===== src/rtl/trigger_ctrl.sv =====
// Acquisition sequencer: level/edge trigger with hysteresis, holdoff and
// AUTO timeout, driving a double-buffered capture path and MCU handshake.
module trigger_ctrl #(
    parameter int DW   = 8,
    parameter int HYST = 2,
    parameter int TO_W = 20,
    parameter int HO_W = 16
) (
    input  logic            clk,
    input  logic            rst,
    input  logic            sample_en,
    input  logic [DW-1:0]   sample,
    input  logic [DW-1:0]   cfg_level,
    input  logic            cfg_edge,
    input  logic [1:0]      cfg_mode,
    input  logic [HO_W-1:0] cfg_holdoff,
    input  logic [TO_W-1:0] cfg_timeout,
    input  logic            arm,
    input  logic            cap_done,
    input  logic            mcu_ack,
    output logic            cap_start,
    output logic            data_ready,
    output logic            trig_forced,
    output logic            busy,
    output logic [2:0]      state_o,
    output logic [15:0]     trig_cnt
);

    typedef enum logic [2:0] {
        S_IDLE    = 3'd0,
        S_HOLDOFF = 3'd1,
        S_WAIT    = 3'd2,
        S_CAPTURE = 3'd3,
        S_READY   = 3'd4
    } state_t;

    localparam logic [1:0]    M_AUTO   = 2'd0;
    localparam logic [1:0]    M_NORMAL = 2'd1;
    localparam logic [1:0]    M_SINGLE = 2'd2;
    localparam logic [1:0]    M_STOP   = 2'd3;
    localparam logic [DW-1:0] HYST_V   = DW'(HYST);
    localparam logic [DW-1:0] MAX_V    = '1;

    state_t          state_q;
    logic            busy_q;
    logic            cap_start_q;
    logic            data_ready_q;
    logic            trig_forced_q;
    logic            armed_q;
    logic [15:0]     trig_cnt_q;
    logic [15:0]     trig_cnt_d;
    logic [HO_W-1:0] ho_cnt_q;
    logic [TO_W-1:0] to_cnt_q;

    logic [DW-1:0]   lvl_lo;
    logic [DW-1:0]   lvl_hi;
    logic            arm_cond;
    logic            edge_hit;
    logic            to_hit;
    logic            fire;
    logic [TO_W:0]   to_nxt;
    logic [TO_W:0]   to_lim;

    // Saturated hysteresis thresholds, edge detection and forced-trigger timeout
    always_comb begin
        lvl_lo   = (cfg_level > HYST_V) ? cfg_level - HYST_V : '0;
        lvl_hi   = (cfg_level < MAX_V - HYST_V) ? cfg_level + HYST_V : MAX_V;
        arm_cond = 1'b0;
        edge_hit = 1'b0;
        if (cfg_edge) begin
            arm_cond = sample > lvl_hi;
            edge_hit = armed_q && (sample <= cfg_level);
        end else begin
            arm_cond = sample < lvl_lo;
            edge_hit = armed_q && (sample >= cfg_level);
        end
        to_nxt = {1'b0, to_cnt_q} + (TO_W+1)'(1);
        to_lim = (cfg_timeout == '0) ? (TO_W+1)'(1) : {1'b0, cfg_timeout};
        to_hit = (cfg_mode == M_AUTO) && (to_nxt >= to_lim);
        fire   = (state_q == S_WAIT) && (cfg_mode != M_STOP) &&
                 sample_en && (edge_hit || to_hit);
        trig_cnt_d = trig_cnt_q + {15'd0, fire};
    end

    // Sequencer state, counters and registered status outputs
    always_ff @(posedge clk) begin
        if (rst) begin
            state_q       <= S_IDLE;
            busy_q        <= 1'b0;
            cap_start_q   <= 1'b0;
            data_ready_q  <= 1'b0;
            trig_forced_q <= 1'b0;
            armed_q       <= 1'b0;
            trig_cnt_q    <= '0;
            ho_cnt_q      <= '0;
            to_cnt_q      <= '0;
        end else begin
            cap_start_q <= fire;
            trig_cnt_q  <= trig_cnt_d;
            case (state_q)
                S_IDLE: begin
                    if (cfg_mode == M_AUTO || cfg_mode == M_NORMAL ||
                        (cfg_mode == M_SINGLE && arm)) begin
                        state_q  <= S_HOLDOFF;
                        busy_q   <= 1'b1;
                        ho_cnt_q <= '0;
                    end
                end
                S_HOLDOFF: begin
                    if (cfg_mode == M_STOP) begin
                        state_q <= S_IDLE;
                        busy_q  <= 1'b0;
                    end else if (ho_cnt_q >= cfg_holdoff) begin
                        state_q  <= S_WAIT;
                        armed_q  <= 1'b0;
                        to_cnt_q <= '0;
                    end else if (sample_en) begin
                        ho_cnt_q <= ho_cnt_q + HO_W'(1);
                    end
                end
                S_WAIT: begin
                    if (cfg_mode == M_STOP) begin
                        state_q <= S_IDLE;
                        busy_q  <= 1'b0;
                    end else if (fire) begin
                        state_q       <= S_CAPTURE;
                        trig_forced_q <= !edge_hit;
                    end else begin
                        if (sample_en)
                            armed_q <= armed_q | arm_cond;
                        if (cfg_mode != M_AUTO)
                            to_cnt_q <= '0;
                        else if (sample_en)
                            to_cnt_q <= to_nxt[TO_W-1:0];
                    end
                end
                S_CAPTURE: begin
                    if (cap_done) begin
                        state_q      <= S_READY;
                        data_ready_q <= 1'b1;
                    end
                end
                S_READY: begin
                    if (mcu_ack) begin
                        data_ready_q  <= 1'b0;
                        trig_forced_q <= 1'b0;
                        ho_cnt_q      <= '0;
                        if (cfg_mode == M_SINGLE || cfg_mode == M_STOP) begin
                            state_q <= S_IDLE;
                            busy_q  <= 1'b0;
                        end else begin
                            state_q <= S_HOLDOFF;
                        end
                    end
                end
                default: begin
                    state_q <= S_IDLE;
                    busy_q  <= 1'b0;
                end
            endcase
        end
    end

    assign cap_start   = cap_start_q;
    assign data_ready  = data_ready_q;
    assign trig_forced = trig_forced_q;
    assign busy        = busy_q;
    assign state_o     = state_q;
    assign trig_cnt    = trig_cnt_q;

endmodule


===== config.mk =====
export PLATFORM = sky130hd
export DESIGN_NAME = trigger_ctrl
export DESIGN_NICKNAME = d
export VERILOG_FILES = /design/src/rtl/trigger_ctrl.sv
export SDC_FILE = /design/constraint.sdc
export NUM_CORES = 1
export LEC_CHECK = 0
export ABC_AREA = 1
export CAP_MARGIN = 20
export CORE_MARGIN = 4
export CORE_UTILIZATION = 46
export CTS_BUF_LIST = sky130_fd_sc_hd__clkbuf_8
export DETAILED_ROUTE_END_ITERATION = 10
export DONT_BUFFER_PORTS = 1
export PLACE_DENSITY = 0.64
export REMOVE_ABC_BUFFERS = 1
export SLEW_MARGIN = 25
export SYNTH_ARGS = -nofsm -noshare
export SYNTH_HDL_FRONTEND = slang
export SYNTH_SLANG_ARGS = --single-unit

===== constraint.sdc =====
create_clock -name clk -period 5.1 [get_ports clk]
set_input_delay 0.51 -clock clk [delete_from_list [all_inputs] [get_ports clk]]
set_output_delay 0.51 -clock clk [all_outputs]
set_load 0.05 [all_outputs]

## After elaboration in Yosys (flattened, before gate mapping)

Index checks and enable logic that the tools add are counted.
W data, S select, Z words.

- Flip-flop bits (word level): 60
- Input bits: 61
- Output and inout bits: 23

- Add/subtract/negate cells: 5
- $lt $le $gt $ge: 8
- Equality and inequality tests: 24
- Muxes and demuxes: 44
- Bitwise operators: 2
- Reduce and logical (&&, ||, !) cells: 28

Operators by type and width:

| operator | count |
|---|---|
| $mux W20 | 7 |
| $mux W16 | 5 |
| $pmux W16 S3 | 1 |
| $pmux W20 S2 | 1 |
| $ne A2 B2 Y1 const B | 13 |
| $add A20 B1 Y21 const B | 1 |
| $ge A21 B20 Y1 | 1 |
| $mux W3 | 7 |
| $logic_not A20 Y1 | 1 |
| $reduce_and A6 Y1 | 3 |
| $add A16 B1 Y16 | 1 |
| $add A16 B1 Y16 const B | 1 |
| $ge A16 B16 Y1 | 1 |
| $mux W1 | 16 |
| $mux W8 | 2 |
| $pmux W3 S5 | 1 |
| $reduce_and A5 Y1 | 2 |
| $add A8 B2 Y8 const B | 1 |
| $ge A8 B8 Y1 | 1 |
| $gt A8 B2 Y1 const B | 1 |
| $gt A8 B8 Y1 | 1 |
| $le A8 B8 Y1 | 1 |
| $lt A8 B8 Y1 | 1 |
| $lt A8 B8 Y1 const B | 1 |
| other kinds (23) | 40 |

## Longest topological paths before layout

- Depth after elaboration: 9
- Mapped depth: 36
- Gate-level depth less buffers: 35

## Worst setup path after synthesis

Ideal clock, no wire load.

- Kind: flip-flop to flip-flop
- From: register to_cnt_q[0]
- To: register trig_cnt_q[14], in the netlist trig_cnt[14]
- Setup time: 132 ps
- Arrival: 4021 ps
- Slack: 948 ps
- Stages on the path, launching flop included: 35
- Path buffers: 1
- Path through: dfxtp_1 > ha_1 > nand2_1 > nor2_4 > nand2_2 > nor2_4 > inv_1 > nor2_1 > nand3_1 > xor2_1 > inv_1 > ha_1 > nand2_1 > inv_1 > nand3_2 > nor2_1 > nand2_1 > nand3_1 > nand2_1 > nand2_2 > nand2_4 > buf_2 > inv_1 > ha_1 > ha_1 > nand2_1 > inv_1 > nand2_1 > nor3_1 > nand3_1 > inv_1 > nand4_1 > nor3_1 > and3_1 > nor3_1

- Cells in the longest elaborated chain, start to end: 6

Ends and longest elaborated chain:

| item | RTL line | text |
|---|---|---|
| start, declared | 53 | `logic [TO_W-1:0] to_cnt_q;` |
| start signal, assigned | 134 | `to_cnt_q <= to_nxt[TO_W-1:0];` |
| $add A20 B1 Y21 | 77 | `to_nxt = {1'b0, to_cnt_q} + (TO_W+1)'(1);` |
| $ge A21 B20 Y1 | 79 | `to_hit = (cfg_mode == M_AUTO) && (to_nxt >= to_lim);` |
| $logic_and A1 B1 Y1 | 79 |  |
| $logic_or A1 B1 Y1 | 81 | `sample_en && (edge_hit \|\| to_hit);` |
| $logic_and A1 B1 Y1 | 81 |  |
| named net fire | 60 | `logic fire;` |
| $add A16 B1 Y16 | 82 | `trig_cnt_d = trig_cnt_q + {15'd0, fire};` |
| end signal, assigned | 99 | `trig_cnt_q <= trig_cnt_d;` |
| end, declared | 50 | `logic [15:0] trig_cnt_q;` |

The timed path passes the listed nets, and every way through them passes these cells.
A chain may end at the register's enable or synchronous reset.

## Worst setup path in the final report

Same ends and word-level chain as after synthesis.

==> flow_summary.ini <==
[synthesis]
synth_commonest_cells = nand2_1 (164), inv_1 (144), nor2_1 (108)
yosys.area.top_type = dfxtp_1
yosys_warnings = 0
synth_simple_gate_area_frac = 0.346
ys_seq_area_frac = 0.231
synth_xor_area_frac = 0.0370
synthArstFlopShare = 0
synthMuxAreaShare = 0
synth_cells = 817
synth-main-ff-cell = dfxtp_1
syn_area_per_cell_um2 = 6.37
synth_area_leaders = dfxtp_1 (23%), ha_1 (16%), nand2_1 (12%), inv_1 (10%), nor2_1 (7.8%)
synthAdderAreaFrac = 0.156
synth_edf_count = 0
yosysUniqueCellTypes = 42
ys_ff_latch = 60
synth.most_common_cell = nand2_1
synth_top_family_by_area = simple AND/OR/NAND/NOR gates
synth_top_cell_area_share = 0.231
synth_compound_area_frac = 0.109
syn-cell-area_mm2 = 0.00521

[route]
drc_errors = 0
dr.pass1.iters = 5
post_drt_via_cell_ratio = 5.18
wl_per_cell_um = 13.1
wl_mm = 12.5
vias = 4962
antenna_left = 0
initialDrtViolationCount = 228

[power_and_ir_drop]
power_density_mw_per_mm2 = 404
finalPower_mw = 2.25
p_leak_nw = 2.74
ir_drop_mv = 0.185

[sta]
worst_pin_slew_ns = 0.946
period_needed_ns = 4.54
fin_skew_ns = 0.0120
relSlewSlack = 0.368
finalCritPeriodShare = 0.891
fmax_mhz = 220
drv_slew = 0
setup_violations = 0
hold_viol_final = 0

[floorplanning]
coreArea_mm2 = 0.0110
ios = 84
die-area_mm2 = 0.0131
dieHeight_um = 114
rows = 38
die_w_um = 114
start_util = 0.474

[critical_path]
cp.required_ns = 5.36
slowest_stage = dfxtp_1
cp.arrival_ns = 4.80
critPathKind = register to register
critPathLaunchType = register
critPathMaxStageDelay_ns = 0.36
crit_fanout = 18
rr_worst_depth = 33
crit_path_end_kind = register
r2r_slack_ns = 0.56

[cts]
clock_latency_ns = 0.34
root_buffer = clkbuf_8
hold_buffers = 0
cts.repair.resized = 0
htreeDepth = 3
numCtsBuffers = 9
tritoncts = done
postCtsSetupBuffers = 0
clock_sinks = 60
clk_pin_slew_ns = 0.07
clockBufferDepth = 2

[hold_path]
hp-class = input port to register
holdPathStages = 1

[finish]
final_util = 0.508
instances_no_fill = 958
nets = 939
stdcell_area_mm2 = 0.00558
drive_gt1_frac = 0.0587
num_antenna_cells = 0
syn_to_final_growth_pct = 7.14

[grt]
grt_pass1_vias = 4610
gr-total-overflow = 0
grt_max_degree = 30
grt_pass1_wl_mm = 20.7
track_usage = 0.191
antenna_found_initial = 0

[placement]
dp_cells = 942
port_buffers = 0
dp_hpwl_mm = 10.0
gp_congestion = 0.856
dpl_cell_area_mm2 = 0.00531

[outcome]
outcome = completed

[job]
cap_viol_max_count = 0
## layout make-up
| cell class | count | area, um^2 |
|---|---|---|
| Fill cell | 1126 | 5400 |
| Multi-Input combinational cell | 595 | 3400 |
| Sequential cell | 60 | 1200 |
| Inverter | 146 | 548 |
| Tap cell | 140 | 175 |
| Clock buffer | 10 | 138 |
| Clock inverter | 6 | 111 |
| Timing Repair Buffer | 1 | 7.51 |
## where the power goes
group	internal (mW)	total [mW]	switching, mW
combinational	0.345	0.996	0.651
sequential	0.573	0.721	0.148
clock	0.338	0.537	0.199
## per-stage QoR
step | hold slack [ns] | setup WS (ns) | setup TNS [ns]
3_5_place_dp | 0.486 | 0.473 | 0
4_1_cts | 0.225 | 0.429 | 0
6_report | 0.240 | 0.557 | 0
2_1_floorplan | 0.468 | 1.08 | 0
5_1_grt | 0.222 | -0.0123 | -0.0123
3_3_place_gp | 0.481 | 0.616 | 0
## layer usage
layer	global-route usage	share of wire	up-vias	wire, um
li1	-	-	2635	-
met1	0.243	0.46	2197	5740
met2	0.321	0.46	119	5780
met3	0.0534	0.074	11	931
met4	0.0467	0.0077	0	96
met5	0	0	-	0
## final timing paths
check	endpoint	startpoint
setup / recovery	trig_cnt[14]	to_cnt_q[0]
hold / removal	to_cnt_q[1]	rst
setup reg to reg	trig_cnt[14]	to_cnt_q[0]
hold reg to reg	ho_cnt_q[4]	ho_cnt_q[4]
## state kept, by name (all words and copies together), names as in the netlist
name         cells
cap_start        1
ho_cnt_q        16
armed_q          1
trig_forced      1
data_ready       1
to_cnt_q        20
trig_cnt        16
busy             1
state_o          3
## critical path: cells and delay by family, from the launching register on
kind                       cells  cell delay (ns)
buffers and inverters          6             0.45
and+or+nand+nor               21             2.51
DFF                            1             0.36
adders and majority gates      4             0.85
xor gates and xnor gates       1             0.19
AOI/OAI and AO/OA              1             0.10
## kinds of logic (layout without fill, tap and decap cells)
family	count (synthesis)	in the layout
AND/OR/NAND/NOR	403	403
buffers and inverters	162	163
AO/OA/AOI/OAI	105	105
adder cells (fa/ha/maj)	65	65
flip-flops	60	60
XOR/XNOR	22	22
## layout by cell type, fill, tap and decap left out, drive strengths merged, types with 2 or more instances in the layout
| cell type | count |
|---|---|
| nor3b | 5 |
| nand3 | 39 |
| nor2 | 112 |
| clkbuf | 10 |
| dfxtp | 60 |
| a21oi | 62 |
| o21a | 3 |
| or2 | 5 |
| nand3b | 2 |
| nand2 | 177 |
| o21ai | 29 |
| inv | 145 |
| bufinv | 3 |
| nand4 | 28 |
| ha | 65 |
| nor4 | 4 |
| nor3 | 29 |
| xor2 | 21 |
| clkinv | 3 |
(Power assumes the default switching activity.)
